**config.mk**
```make
export PLATFORM = sky130hd
export DESIGN_NAME = multi_counter
export DESIGN_NICKNAME = d
export VERILOG_FILES = /design/src/rtl/counter_pkg.sv /design/src/rtl/counter_channel.sv /design/src/rtl/multi_counter.sv
export SDC_FILE = /design/constraint.sdc
export NUM_CORES = 1
export LEC_CHECK = 0
export CAP_MARGIN = 10
export CORE_MARGIN = 2
export CORE_UTILIZATION = 30
export CTS_CLUSTER_DIAMETER = 200
export DETAILED_ROUTE_END_ITERATION = 6
export HOLD_SLACK_MARGIN = 0.15
export PLACE_DENSITY = 0.62
export SKIP_LAST_GASP = 1
export SLEW_MARGIN = 20
export SYNTH_ARGS = -nofsm -noshare
export SYNTH_HDL_FRONTEND = slang
export SYNTH_SLANG_ARGS = --single-unit
```
**constraint.sdc**
```tcl
create_clock -name clk -period 5.9 [get_ports clk]
set_input_delay 0.885 -clock clk [delete_from_list [all_inputs] [get_ports clk]]
set_output_delay 0.885 -clock clk [all_outputs]
set_load 0.02 [all_outputs]
```
**src/rtl/counter_pkg.sv**
```systemverilog
// Shared state codes and mode encodings for the multi-channel interval counter bank.
package counter_pkg;

    localparam int unsigned STATE_CODE_W = 8;

    localparam logic [STATE_CODE_W-1:0] STATE_RESET = 8'd0;
    localparam logic [STATE_CODE_W-1:0] STATE_RUN   = 8'd1;
    localparam logic [STATE_CODE_W-1:0] STATE_HALT  = 8'd2;

    localparam logic MODE_WRAP    = 1'b0;
    localparam logic MODE_ONESHOT = 1'b1;

endpackage

```
**src/rtl/counter_channel.sv**
```systemverilog
// One independent channel: prescaler (tic), terminal-count counter, tick and done strobes.
module counter_channel
    import counter_pkg::*;
#(
    parameter int unsigned WIDTH   = 32,
    parameter int unsigned STATE_W = 8
) (
    input  logic               clk,
    input  logic               rst,
    input  logic [STATE_W-1:0] state,
    input  logic [WIDTH-1:0]   interval,
    input  logic [WIDTH-1:0]   limit,
    input  logic               mode,
    output logic [WIDTH-1:0]   counter,
    output logic               tick,
    output logic               done
);

    logic [WIDTH-1:0] tic;
    logic [WIDTH-1:0] tic_d;
    logic [WIDTH-1:0] counter_d;
    logic             tick_d;
    logic             done_d;

    logic             cmd_reset;
    logic             cmd_run;
    logic             event_hit;
    logic             at_limit;
    logic [WIDTH-1:0] counter_inc;

    // Unknown codes fall through to HALT because only RESET and RUN are decoded.
    assign cmd_reset   = (state == STATE_W'(STATE_RESET));
    assign cmd_run     = (state == STATE_W'(STATE_RUN));
    assign event_hit   = (tic >= interval);
    assign at_limit    = (counter >= limit);
    assign counter_inc = counter + WIDTH'(1);

    // Next-state: everything holds and tick drops unless RUN says otherwise.
    always_comb begin
        tic_d     = tic;
        counter_d = counter;
        tick_d    = 1'b0;
        done_d    = done;

        if (cmd_reset) begin
            tic_d     = '0;
            counter_d = '0;
            done_d    = 1'b0;
        end else if (cmd_run) begin
            if (mode == MODE_ONESHOT) begin
                if (!done) begin
                    if (at_limit) begin
                        // Already at terminal count: flag it, no increment, tic held.
                        done_d = 1'b1;
                    end else if (event_hit) begin
                        tic_d     = '0;
                        counter_d = counter_inc;
                        tick_d    = 1'b1;
                        done_d    = (counter_inc == limit);
                    end else begin
                        tic_d = tic + WIDTH'(1);
                    end
                end
            end else begin
                done_d = 1'b0;
                if (event_hit) begin
                    tic_d  = '0;
                    tick_d = 1'b1;
                    if (at_limit) begin
                        counter_d = '0;
                        done_d    = 1'b1;
                    end else begin
                        counter_d = counter_inc;
                    end
                end else begin
                    tic_d = tic + WIDTH'(1);
                end
            end
        end
    end

    always_ff @(posedge clk) begin
        if (rst) begin
            tic     <= '0;
            counter <= '0;
            tick    <= 1'b0;
            done    <= 1'b0;
        end else begin
            tic     <= tic_d;
            counter <= counter_d;
            tick    <= tick_d;
            done    <= done_d;
        end
    end

endmodule

```
**src/rtl/multi_counter.sv**
```systemverilog
// Bank of NUM_CH independent interval counters sharing one clock and reset.
module multi_counter
    import counter_pkg::*;
#(
    parameter int unsigned NUM_CH  = 4,
    parameter int unsigned WIDTH   = 32,
    parameter int unsigned STATE_W = 8
) (
    input  logic                       clk,
    input  logic                       rst,
    input  logic [STATE_W*NUM_CH-1:0]  state,
    input  logic [WIDTH*NUM_CH-1:0]    interval,
    input  logic [WIDTH*NUM_CH-1:0]    limit,
    input  logic [NUM_CH-1:0]          mode,
    output logic [WIDTH*NUM_CH-1:0]    counter,
    output logic [NUM_CH-1:0]          tick,
    output logic [NUM_CH-1:0]          done
);

    // Channel i owns slice [i*W +: W] of every flat bus.
    for (genvar i = 0; i < int'(NUM_CH); i++) begin : g_ch
        counter_channel #(
            .WIDTH   (WIDTH),
            .STATE_W (STATE_W)
        ) u_ch (
            .clk      (clk),
            .rst      (rst),
            .state    (state[i*STATE_W +: STATE_W]),
            .interval (interval[i*WIDTH +: WIDTH]),
            .limit    (limit[i*WIDTH +: WIDTH]),
            .mode     (mode[i]),
            .counter  (counter[i*WIDTH +: WIDTH]),
            .tick     (tick[i]),
            .done     (done[i])
        );
    end

endmodule

```
==> results of run 1 <==
==> power by group through the flow <==
stage / Combinational (W) / Sequential [W] / Clock, W
after floorplan: 0.000236 / 0.00182 / 0
after global placement: 0.000536 / 0.00182 / 0
after detailed placement: 0.000539 / 0.00182 / 0
after CTS: 0.000544 / 0.00178 / 0.00225
after global routing: 0.000597 / 0.00178 / 0.00232
final: 0.000541 / 0.00178 / 0.00218
==> cells in the mapped netlist (28+ instances only) <==
| master | count |
|---|---|
| nor4_1 | 51 |
| a32o_1 | 31 |
| o21ai_0 | 133 |
| a21o_1 | 28 |
| nand4_1 | 142 |
| nor2b_1 | 29 |
| a21oi_1 | 141 |
| dfxtp_1 | 264 |
| nand3_1 | 140 |
| and4_1 | 43 |
| and3_1 | 66 |
| inv_1 | 297 |
| buf_2 | 44 |
| nor3_1 | 66 |
| clkbuf_1 | 88 |
| xor2_1 | 129 |
| a31oi_1 | 30 |
| xnor2_1 | 152 |
| ha_1 | 264 |
| nor2_1 | 259 |
| nand2_1 | 209 |
| o211ai_1 | 65 |
==> stage by stage <==
stage	utilization [%]	hold WS (ns)	setup WS [ns]	area, sq um	std cells
3_3_place_gp	36.83	0.4894	1.284	29000	4438
3_5_place_dp	36.83	0.4886	1.180	29000	4438
4_1_cts	38.33	0.4967	1.757	30180	4501
2_1_floorplan	-	0.4643	2.511	23790	3080
6_report	38.35	0.5033	1.695	30200	4507
5_1_grt	38.35	0.5086	1.484	30200	4506
==> tightest hold or removal path: stages (launching register included) <==
cell	delay [ns]
dfxtp_1	0.33
o31ai_1	0.07
a21oi_1	0.05
==> layout by cell type, fill, tap and decap left out, types with 28 or more instances in the layout <==
cell type        Yosys  final
a21o_1              28     28
a21oi_1            141    141
a31oi_1             30     29
a32o_1              31     31
and3_1              66     66
and4_1              43     43
buf_4               11     33
clkbuf_16            0     36
clkdlybuf4s50_1      0    429
dfxtp_1            264    264
ha_1               264    264
inv_1              297    297
nand2_1            209    209
nand3_1            140    140
nand4_1            142    142
nor2_1             259    257
nor2b_1             29     29
nor3_1              66     66
nor4_1              51     51
o211ai_1            65     65
o21ai_0            133    133
xnor2_1            152    152
xor2_1             129    129
==> flip-flops by register name (all words and copies together) (netlist names) <==
register           cells
g_ch.u_ch.tick         4
g_ch.u_ch.counter    128
g_ch.u_ch.done         4
g_ch.u_ch.tic        128
==> kinds of logic after synthesis <==
kind of cell	Yosys count	synth area share [%]
AO/OA/AOI/OAI	647	19.67
XOR/XNOR	281	10.34
adder cells (fa/ha/maj)	264	13.88
buffers and inverters	451	7.594
flip-flops	264	22.21
multiplexers	10	0.4260
AND/OR/NAND/NOR	1163	25.87
==> per-layer routing <==
layer	GRT usage [%]	vias up
li1	-	11910
met1	25.33	11250
met2	31.92	768
met3	2.895	131
met4	6.440	10
met5	0	-
==> layout make-up <==
type                       instances  area (sq um)  area share [%]
timing repair buffer             462          4542           15.04
antenna                            6         15.01         0.04972
multi-input combinational       2365         16750           55.46
sequential                       264          5285           17.50
clock inverter                    15         153.9          0.5096
clock buffer                      48          1026           3.398
tap                             1050          1314           4.351
inverter                         297          1115           3.692
==> worst max-delay path by stage <==
stage | from | endpoint | slack, ns | cells after the start
floorplan | limit[109] | g_ch[3].u_ch.tic[18] | 2.51 | 11
global placement | limit[64] | g_ch[2].u_ch.counter[14] | 1.28 | 13
detailed placement | limit[66] | g_ch[2].u_ch.counter[10] | 1.18 | 14
CTS | limit[66] | g_ch[2].u_ch.counter[10] | 1.76 | 14
global route | limit[109] | g_ch[3].u_ch.tic[7] | 1.48 | 13
finish | limit[66] | g_ch[2].u_ch.counter[10] | 1.70 | 14
==> results_dict.tcl, run 1 <==
set metrics [dict create \
    drt_iter0_markers 1851 \
    hold_path_depth 2 \
    cts_tree "built" \
    post-route-period-util_pct 71.27 \
    clock_latency_ns 0.54 \
    rr_endpoint "g_ch[2].u_ch.counter[10]" \
    crit_slowest_cell "clkdlybuf4s50_1" \
    worst_setup_path_start_kind "primary input" \
    cts_setup_buffers 0 \
    ys_top_cells_by_area "dfxtp_1 22%, ha_1 14%, xnor2_1 5.6%" \
    final.setup.tns_ns 0 \
    finalNetCount 3984 \
    min_period_ns 4.205 \
    synth_area_sq_um 23790 \
    met1Wirelength_um 35900 \
    min_path_type "flop to flop" \
    routed_wl_um 80720 \
    die_x_um 285.6 \
    drv_cap 0 \
    slowest_delay_ns 0.55 \
    powerDensity_nw_per_um2 149.3 \
    fin_skew_ns 0.02377 \
    critical_path.top_delay_family "compound AO/OA/AOI/OAI gates" \
    slew_headroom_pct 39.42 \
    fp.dieH_um 285.6 \
    crit_buf_inv 5 \
    first_pass_iters 6 \
    holdCritStartpoint "g_ch[2].u_ch.tic[4]" \
    syn_nets 3638 \
    core_area_sq_um 78740 \
    first_global_vias 22860 \
    wl_met3_um 4901 \
    slew_viol_final 0 \
    crit_path_end_kind "flop" \
    clock_sinks 264 \
    seq_area_frac_synth_pct 22.21 \
    cts_inserted_buffers 36 \
    top_level_ports 430 \
    finalSetupViolCount 0 \
    cp.required_ns 6.32 \
    cts_max_path_buffers 3 \
    nFillCells 8114 \
    synth-async-reset-ratio_pct 0 \
    grt_pass1_wl_um 128100 \
    fp.dieArea_sq_um 81580 \
    synth_top_area_cell "dfxtp_1" \
    start_util_pct 30.22 \
    met2_length_um 37420 \
    area_delta_synth_final_pct 26.92 \
    root_buffer "clkbuf_16" \
    hold_end "g_ch[2].u_ch.tic[4]" \
    cts_resized 0 \
    postSynthAreaPerCell_sq_um 7.725 \
    highest_layer "met5" \
    ant_nets 0 \
    synthCells 3080 \
    viasPerCell 5.339 \
    status "completed" \
    worst_slew_pin_slew_ns 0.9004 \
    crit_arrival_ns 4.63 \
    synthDistinctLibCells 96 \
    cp_max_fo 29 \
    power_switching_w 0.001126 \
    synth.top_cell.area_share_pct 22.21 \
    synth-main-ff-cell "dfxtp_1" \
    synth-edff-count 0 \
    yosysWarnings 0 \
    total_power_w 0.004509 \
    dp_hpwl_um 63640 \
    share_seq_of_total_power_pct 39.6 \
    grt_antenna_before_repair 13 \
    cts_hold_buf 0 \
    fp-row-count 103 \
    wl_per_cell_um 17.91 \
    htreeDepth 2 \
    rsz0062_at_grt "no" \
    vdd_ir_drop_max_mv 0.1567 \
    leakage_nw 12.00 \
    grt_remaining_overflow 0 \
    clkTransAtPathRegs_ns 0.06 \
    p_int_w 0.003383 \
    power_frac_comb_pct 12.0 \
    crit-reg2reg-launch "g_ch[2].u_ch.counter[0]" \
    via_count 24060 \
    grtUsageTotal_pct 19.20 \
    p_clk_share_pct 48.5 \
    routabilityCongestion 0.9464 \
    grt_max_degree 38 \
    regToRegSetupSlack_ns 1.86 \
    drc 0 \
    worstSetupPathType "primary input to flop" \
    hold_violations 0 \
    drive_gt1_share_pct 4.665 \
    max_freq_mhz 237.8 \
    ys_seq_elements 264 \
    swShare_pct 24.98 \
    cp_common_cell "buf_4" \
    worstRegToRegCells 13 \
    port-buffer-count 429 \
    cp_cell_sequence "clkdlybuf4s50_1 > inv_1 > ha_1 > o21a_1 > o211a_1 > a221oi_2 > a211oi_1 > o32ai_4 > buf_4 > o21ai_2 > buf_4 > or2_1 > buf_4 > o41ai_1" \
]
No activity file was read; power rests on OpenSTA's default activity.
==> inputs of run 2 (changes only) <==
--- a/config.mk
+++ b/config.mk
@@ -11,7 +11,7 @@
 export CTS_CLUSTER_DIAMETER = 200
 export DETAILED_ROUTE_END_ITERATION = 6
 export HOLD_SLACK_MARGIN = 0.15
-export PLACE_DENSITY = 0.62
+export PLACE_DENSITY = 0.63
 export SKIP_LAST_GASP = 1
 export SLEW_MARGIN = 20
 export SYNTH_ARGS = -nofsm -noshare
==> constraint.sdc (replaced) <==
create_clock -name clk -period 3.57 [get_ports clk]
set_input_delay 0.5355 -clock clk [delete_from_list [all_inputs] [get_ports clk]]
set_output_delay 0.5355 -clock clk [all_outputs]
set_load 0.02 [all_outputs]
==> run 2 against run 1 <==
  * Clock skew increased by 0.016 ns
  * Clock-buffer cell count rose by 8
  * First-iteration DRC count decreased by 12%
  * Critical endpoint is now g_ch[3].u_ch.tic[17]
==> results_dict.tcl, run 2 (synthesized netlist as in run 1, its figures left out) <==
set metrics [dict create \
    via_count 24940 \
    rsz0062_at_grt "no" \
    fp.dieH_um 285.6 \
    slew_viol_final 0 \
    cts_resized 0 \
    fin_skew_ns 0.04010 \
    ant_nets 0 \
    crit_slowest_cell "or4_1" \
    slew_headroom_pct 37.11 \
    grt_remaining_overflow 0 \
    status "completed" \
    cp.required_ns 4.01 \
    port-buffer-count 429 \
    post-route-period-util_pct 96.07 \
    wl_per_cell_um 17.91 \
    cts_setup_buffers 0 \
    fp-row-count 103 \
    crit_arrival_ns 3.87 \
    cts_hold_buf 0 \
    cp_max_fo 9 \
    routabilityCongestion 0.9051 \
    top_level_ports 430 \
    worst_slack_ns 0.1402 \
    dp_hpwl_um 67510 \
    worst_setup_path_start_kind "primary input" \
    fp.dieArea_sq_um 81580 \
    leakage_nw 13.47 \
    clock_sinks 264 \
    worstSetupPathType "primary input to flop" \
    viasPerCell 5.232 \
    drv_cap 0 \
    drive_gt1_share_pct 11.40 \
    cts_tree "built" \
    stdcell_count 4766 \
    cp_cell_sequence "clkdlybuf4s50_1 > ha_1 > nand2b_1 > a2111oi_0 > buf_4 > or4_1 > a41oi_1 > buf_4 > o32a_2 > or4_1 > xor2_1 > nor2_1" \
    dpl.cell_count 4691 \
    final_cell_mix "429 x clkdlybuf4s50_1, 297 x inv_1, 266 x buf_4, 264 x ha_1, 264 x dfxtp_1" \
    routed_wl_um 85350 \
    clkTransAtPathRegs_ns 0.05 \
    final_common_cell "clkdlybuf4s50_1" \
    grt_max_degree 37 \
    drc 0 \
    cts_inserted_buffers 39 \
    grtUsageTotal_pct 20.27 \
    pre_cts_ws_ns -0.4777 \
    vdd_ir_drop_max_mv 0.2698 \
    hold_violations 0 \
    htreeDepth 2 \
    start_util_pct 30.22 \
    finalSetupViolCount 0 \
    core_area_sq_um 78740 \
    clock_latency_ns 0.59 \
    die_x_um 285.6 \
    grt_antenna_before_repair 9 \
    root_buffer "clkbuf_16" \
    worst_slew_pin_slew_ns 0.9423 \
    largestRegisters "g_ch.u_ch.counter: 128 flops, g_ch.u_ch.tic: 128 flops" \
    cts_max_path_buffers 3 \
    max_freq_mhz 291.6 \
    first_pass_iters 6 \
    finalNetCount 4240 \
    min_path_type "flop to flop" \
    grt_pass1_wl_um 133500 \
    drt_iter0_markers 1625 \
    powerDensity_nw_per_um2 250.2 \
    crit_path_end_kind "flop" \
    first_global_vias 23870 \
    min_period_ns 3.430 \
    area_delta_synth_final_pct 36.77 \
    slowest_delay_ns 0.55 \
]
[run 2: cell types whose count changed in the layout (fill, tap and decap cells not counted), sizes merged, moves of 3 or more]
cell / change
clkinvlp: -4
buf: +253
clkbuf: +8
bufinv: +3
[run 2: critical path, delay by kind of cell]
family | cells | cell delay [ns]
buf+inv | 3 | 0.92
simple gates | 4 | 0.84
compound gates | 3 | 1.05
xor+xnor | 1 | 0.16
fa+ha+maj | 1 | 0.36
[run 2: metal layers]
layer / wire, um / part of all wire (%) / track usage [%] / vias to the layer above
met3: 4944 / 5.8 / 2.919 / 132
met2: 39560 / 46 / 33.64 / 792
met5: 36 / 0.042 / 0 / -
li1: - / - / - / 12430
met1: 38630 / 45 / 27.08 / 11580
met4: 2180 / 2.6 / 6.230 / 6
[run 2: area by class of cell]
class | instances | area, sq um
multi-input combinational | 2365 | 16760
timing repair buffer | 715 | 6683
clock buffer | 56 | 1161
clock inverter | 14 | 214.0
tap | 1050 | 1314
fill | 8041 | 46200
sequential | 264 | 5285
inverter | 297 | 1115
antenna | 5 | 12.51
[run 2: metrics by stage]
| step | area (sq um) | total power, W | TNS [ns] | hold WS (ns) | utilization [%] |
|---|---|---|---|---|---|
| after CTS | 32510 | 0.008260 | 0 | 0.5114 | 41.29 |
| after floorplan | 23790 | 0.003401 | 0 | 0.4643 | - |
| final | 32540 | 0.008142 | 0 | 0.5153 | 41.33 |
| after detailed placement | 31140 | 0.003999 | -45.08 | 0.5028 | 39.54 |
| after global placement | 31130 | 0.003992 | -44.98 | 0.4951 | 39.54 |
| after global routing | 32540 | 0.008457 | 0 | 0.5478 | 41.33 |
[run 2: worst paths after layout]
kind | start | end | slack, ns | cells past startpoint
worst max-delay path | limit[96] | g_ch[3].u_ch.tic[17] | 0.14 | 12
worst min-delay path | g_ch[0].u_ch.tic[1] | g_ch[0].u_ch.tic[1] | 0.52 | 2
worst max register to register | g_ch[3].u_ch.counter[13] | g_ch[3].u_ch.tic[17] | 0.31 | 11
worst min register to register | g_ch[0].u_ch.tic[1] | g_ch[0].u_ch.tic[1] | 0.52 | 2
[run 2: power by group]
part / leakage, nW / internal [W] / switching, W
logic: 10.7 / 0.000551 / 0.000439
registers: 2.13 / 0.00295 / 0.000000582
clock network: 0.682 / 0.00262 / 0.00158
total: 13.5 / 0.00612 / 0.00202
==> inputs of run 3 (changes only) <==
--- a/config.mk
+++ b/config.mk
@@ -10,6 +10,7 @@
 export CORE_UTILIZATION = 30
 export CTS_CLUSTER_DIAMETER = 200
 export DETAILED_ROUTE_END_ITERATION = 6
+export GPL_TIMING_DRIVEN = 1
 export HOLD_SLACK_MARGIN = 0.15
 export PLACE_DENSITY = 0.63
 export SKIP_LAST_GASP = 1
==> results of run 3 <==
No change in the layout: final DEF, timing and power equal those of run 2.
